## src/rtl/decode.sv

```systemverilog
// Instruction-decode stage: 32x32 register file with two combinational read
// ports, ALU/memory write-back select, and opcode-dependent immediate extension.
module decode (
    input  logic        Clk,
    input  logic        Reset,
    input  logic [31:0] Instr,
    input  logic [31:0] ALU_out,
    input  logic [31:0] MEM_out,
    input  logic        RF_WrEn,
    input  logic        RF_WrData_sel,
    input  logic        RF_B_sel,
    output logic [31:0] RF_A,
    output logic [31:0] RF_B,
    output logic [31:0] Immed
);
    localparam int unsigned DW = 32;
    localparam int unsigned AW = 5;
    localparam int unsigned NREG = 32;

    localparam logic [5:0] OP_LUI  = 6'b111001;
    localparam logic [5:0] OP_ANDI = 6'b110010;
    localparam logic [5:0] OP_ORI  = 6'b110011;
    localparam logic [5:0] OP_B    = 6'b111111;
    localparam logic [5:0] OP_BEQ  = 6'b000000;
    localparam logic [5:0] OP_BNE  = 6'b000001;

    logic [5:0]    opcode;
    logic [AW-1:0] rs;
    logic [AW-1:0] rd;
    logic [AW-1:0] rt;
    logic [15:0]   imm;
    logic [AW-1:0] addr_b;
    logic [DW-1:0] wr_data;
    logic [DW-1:0] imm_sext;
    logic [DW-1:0] regs [NREG];

    assign opcode  = Instr[31:26];
    assign rs      = Instr[25:21];
    assign rd      = Instr[20:16];
    assign rt      = Instr[15:11];
    assign imm     = Instr[15:0];
    assign addr_b  = RF_B_sel ? rd : rt;
    assign wr_data = RF_WrData_sel ? MEM_out : ALU_out;

    // Register file; r0 is never written so it stays zero after reset.
    always_ff @(posedge Clk or posedge Reset) begin
        if (Reset) begin
            for (int i = 0; i < int'(NREG); i++) begin
                regs[i] <= '0;
            end
        end else if (RF_WrEn && (rd != '0)) begin
            regs[rd] <= wr_data;
        end
    end

    // r0 reads are forced to zero independent of storage.
    assign RF_A = (rs == '0)     ? '0 : regs[rs];
    assign RF_B = (addr_b == '0) ? '0 : regs[addr_b];

    assign imm_sext = {{16{imm[15]}}, imm};

    always_comb begin
        Immed = imm_sext;
        case (opcode)
            OP_LUI:                  Immed = {imm, 16'h0000};
            OP_ANDI, OP_ORI:         Immed = {16'h0000, imm};
            OP_B, OP_BEQ, OP_BNE:    Immed = {imm_sext[DW-3:0], 2'b00};
            default:                 Immed = imm_sext;
        endcase
    end

endmodule

```

## config.mk

```make
export PLATFORM = sky130hd
export DESIGN_NAME = decode
export DESIGN_NICKNAME = d
export VERILOG_FILES = /design/src/rtl/decode.sv
export SDC_FILE = /design/constraint.sdc
export NUM_CORES = 2
export LEC_CHECK = 0
export ABC_AREA = 1
export BUFFER_PORTS_ARGS = -buffer_cell sky130_fd_sc_hd__buf_2
export CORE_MARGIN = 2
export CORE_UTILIZATION = 45
export CTS_CLUSTER_SIZE = 24
export DETAILED_ROUTE_END_ITERATION = 6
export HOLD_SLACK_MARGIN = 0.15
export PLACE_DENSITY_LB_ADDON = 0.15
export SYNTH_ARGS = -nofsm -noshare
export SYNTH_HDL_FRONTEND = slang
export SYNTH_SLANG_ARGS = --single-unit
```

## constraint.sdc

```tcl
create_clock -name Clk -period 29.6 [get_ports Clk]
set_input_delay 1.48 -clock Clk [delete_from_list [all_inputs] [get_ports Clk]]
set_output_delay 1.48 -clock Clk [all_outputs]
set_load 0.01 [all_outputs]
```

==> flow_metrics.py <==
metrics = {
    "synthesis": {
        "netlist_top_cells_area": "dfrtp_1 45%, nand2_1 13%, a21oi_1 9.1%",
        "synthMostInstantiatedCell": "nand2_1",
        "asyncSetResetFlopFracSynth_pct": 100.0,
        "synth_fp_nets": 8204,
        "post_synth_inst_count": 8103,
        "synth_cell_type_count": 32,
        "syn_area_per_cell_um2": 7.034,
        "synth_edf_count": 0,
        "post-synth-top-area-cell": "dfrtp_1",
        "synth_flop_cell": "dfrtp_1",
        "synth.yosys.seq_area_share_pct": 44.96,
        "ys_seq_elements": 1024,
        "netlist_area_um2": 57000,
        "ys.warnings.count": 0,
        "top_cells_by_instance_count_after_synthesis": "1955 x nand2_1, 1036 x a21oi_1, 1024 x dfrtp_1",
        "top_cell_type_s_share_of_synthesized_area_pct": 44.96,
    },
    "power": {
        "power.leakage_nw": 27.97,
        "power_density_nw_per_um2": 71.72,
        "vdd.ir_drop.worst_mv": 0.05475,
        "power_after_layout_mw": 4.443,
    },
    "worst_setup_path": {
        "critPathTopFamily": "buffers and inverters",
        "startpoint_type": "input port",
        "crit_path_cell_trace": "buf_2, nand2_1, buf_4, nand2_4, buf_4, buf_4, nand2_1, nand3_1, nand3_1, nand3_1, nand3_1, nand2_1, buf_2",
        "worstSetupPathDepth": 13,
        "worstPathBufferInverterCount": 5,
        "slowest_delay_ns": 0.91,
        "worst_r2r_path_depth": 2,
        "worst_setup_path_end_kind": "output pin",
        "worst_ep_required_time_ns": 28.12,
        "worst-path-max-fanout": 87,
        "slowest_stage": "buf_4",
        "worst_endpoint_data_arrival_time_ns": 5.86,
        "crit_path_frequent_cell": "nand3_1",
        "timing.setup.critical_path_class": "input port to output pin",
    },
    "clocking": {
        "numCtsBuffers": 114,
        "root_buffer": "clkbuf_16",
        "path_clk_slew_ns": 0.06,
        "cts_repair_resize_count": 0,
        "clock_sinks": 1024,
        "tritoncts": "done",
        "post_cts_hold_buffers": 0,
        "clk_path_buf_depth": 3,
        "clk_latency_ns": 0.72,
        "clock_tree.htree_level_count": 3,
        "post-cts-setup-buffer-count": 0,
    },
    "hold_path": {
        "whs_path_depth": 0,
        "hold_path_class": "register to register",
    },
    "floorplan": {
        "number_of_standard_cell_rows_in_the_floorplan": 130,
        "initial_core_util_pct": 45.33,
        "chipWidth_um": 359.9,
        "die_height_um": 359.9,
        "die-area_um2": 129500,
        "floorplan.io_pins": 197,
        "core_area_um2": 125700,
    },
    "layout": {
        "multiInputGateArea_um2": 26930,
        "layout-drive-gt1-share_pct": 7.086,
        "regMostFlops": "regs",
        "reg.largest.list": "regs: 1024 flops",
        "finish.utilization_pct": 49.27,
        "num-fill-cells": 12460,
        "area_growth_pct": 8.673,
        "seq_area_um2": 25620,
        "largest_reg_flops": 1024,
        "nNetsFinal": 7899,
    },
    "sta": {
        "setup_total_negative_slack_ns": 0,
        "min_period_ns": 7.341,
        "post-route-period-util_pct": 24.80,
        "fmax_ghz": 0.1362,
        "grt_setup_unrepaired": "false",
        "timing.final.setup_violations": 0,
        "timing.final.hold_violations": 0,
        "slew_viol_final": 0,
        "slew_headroom_pct": 15.84,
        "tightestPinTransition_ns": 1.262,
        "final.setup_skew_ns": 0,
    },
    "placed_design": {
        "gp_congestion": 0.8572,
        "dp.final_hpwl_mm": 122.7,
        "io_buffer_count": 196,
    },
    "global_routing": {
        "grt_pass1_vias": 52790,
        "grt.overflow.total": 0,
        "wire_length_of_the_first_global_routing_pass_mm": 343.5,
        "groute.usage.overall_pct": 34.82,
        "grt_max_degree": 210,
        "grt_antenna_before_repair": 5,
    },
    "run_status": {
        "status": "finished, violations left",
        "failed_checks": "design-rule violations",
    },
    "run": {
        "timing.max_cap.violations": 0,
    },
    "drt": {
        "detail_route.wirelength_mm": 230.3,
        "vias": 57190,
        "detail_route.drc_violations": 20,
        "detail_route.first_pass.iterations": 7,
        "dr.first_iter.drc_count": 7780,
        "detail-route-antenna-nets": 0,
        "routed_wire_length_per_instance_um": 24.14,
        "vias_per_cell": 5.995,
    },
}
power breakdown:
part	switching [mW]	total, mW	internal (mW)
combinational	0.661	1.00	0.344
clock	0.615	1.50	0.887
sequential	0.213	1.94	1.72
cell families after synthesis:
kind of cell	after synthesis	synth area share, %
AND/OR/NAND/NOR	3798	27.22
AO/OA/AOI/OAI	2152	19.64
buffers and inverters	1129	8.179
flip-flops	1024	44.96
path summary, 6_finish.rpt:
kind                                start         to  slack (ns)
worst max register to register  regs[507]  regs[507]       28.74
max in group asynchronous           Reset   regs[92]       24.66
worst min-delay path            regs[993]  regs[993]        0.38
min in group asynchronous           Reset  regs[162]        0.98
worst min register to register  regs[993]  regs[993]        0.38
worst max-delay path             RF_B_sel   RF_B[11]       22.26
final cells by class:
cell class / count / area share (%)
clock inverters: 32 / 0.6423
repair buffers: 305 / 3.026
clock buffers: 175 / 5.664
flip-flops and latches: 1024 / 41.37
well taps: 1650 / 3.333
inverters: 403 / 2.482
multi-input cells: 5950 / 43.48
diodes: 1 / 0.004040
through the flow:
stage | cells | area (µm²) | hold slack [ns] | worst slack (ns)
global placement | 9332 | 58030 | 0.3649 | 22.49
floorplan | 8103 | 57000 | 0.4290 | 14.01
CTS | 9539 | 61940 | 0.3818 | 22.51
finish | 9540 | 61940 | 0.3775 | 22.26
detailed placement | 9332 | 58030 | 0.3680 | 22.52
global route | 9539 | 61940 | 0.3910 | 22.10
worst register-to-register path, delay by kind of cell, from the launching register on:
kind	cells	cell delay [ns]
simple gates	1	0.15
flops	1	0.50
compound gates	1	0.05
metal layers:
| metal | wire [µm] | vias to the layer above | track usage, % |
|---|---|---|---|
| li1 | - | 26110 | - |
| met1 | 93870 | 27190 | 47.70 |
| met2 | 101200 | 3314 | 53.59 |
| met3 | 24760 | 569 | 6.822 |
| met4 | 10420 | 4 | 15.32 |
| met5 | 20 | - | 0 |
placed cells by master (no fill, tap or decap), types with 2 or more instances in the layout:
cell / n
nand3_1: 883
buf_8: 2
nand4_1: 7
clkinv_2: 20
nand3_2: 2
clkbuf_8: 32
nand2_2: 6
a21oi_1: 1036
a31oi_1: 3
inv_6: 3
o21ai_4: 6
bufinv_16: 9
clkinv_1: 2
clkbuf_1: 24
inv_8: 2
o211ai_1: 96
clkinvlp_4: 3
clkbuf_16: 119
nor2_4: 32
o31ai_1: 23
nand2_4: 4
o22ai_1: 68
inv_1: 381
o221ai_1: 2
buf_4: 107
nor2_1: 907
dfrtp_1: 1024
buf_2: 192
nand2_1: 1950
nor3_1: 5
o21ai_0: 807
inv_2: 15
buf_12: 4
o21ai_1: 110
Power figures use the tool's default switching activity.
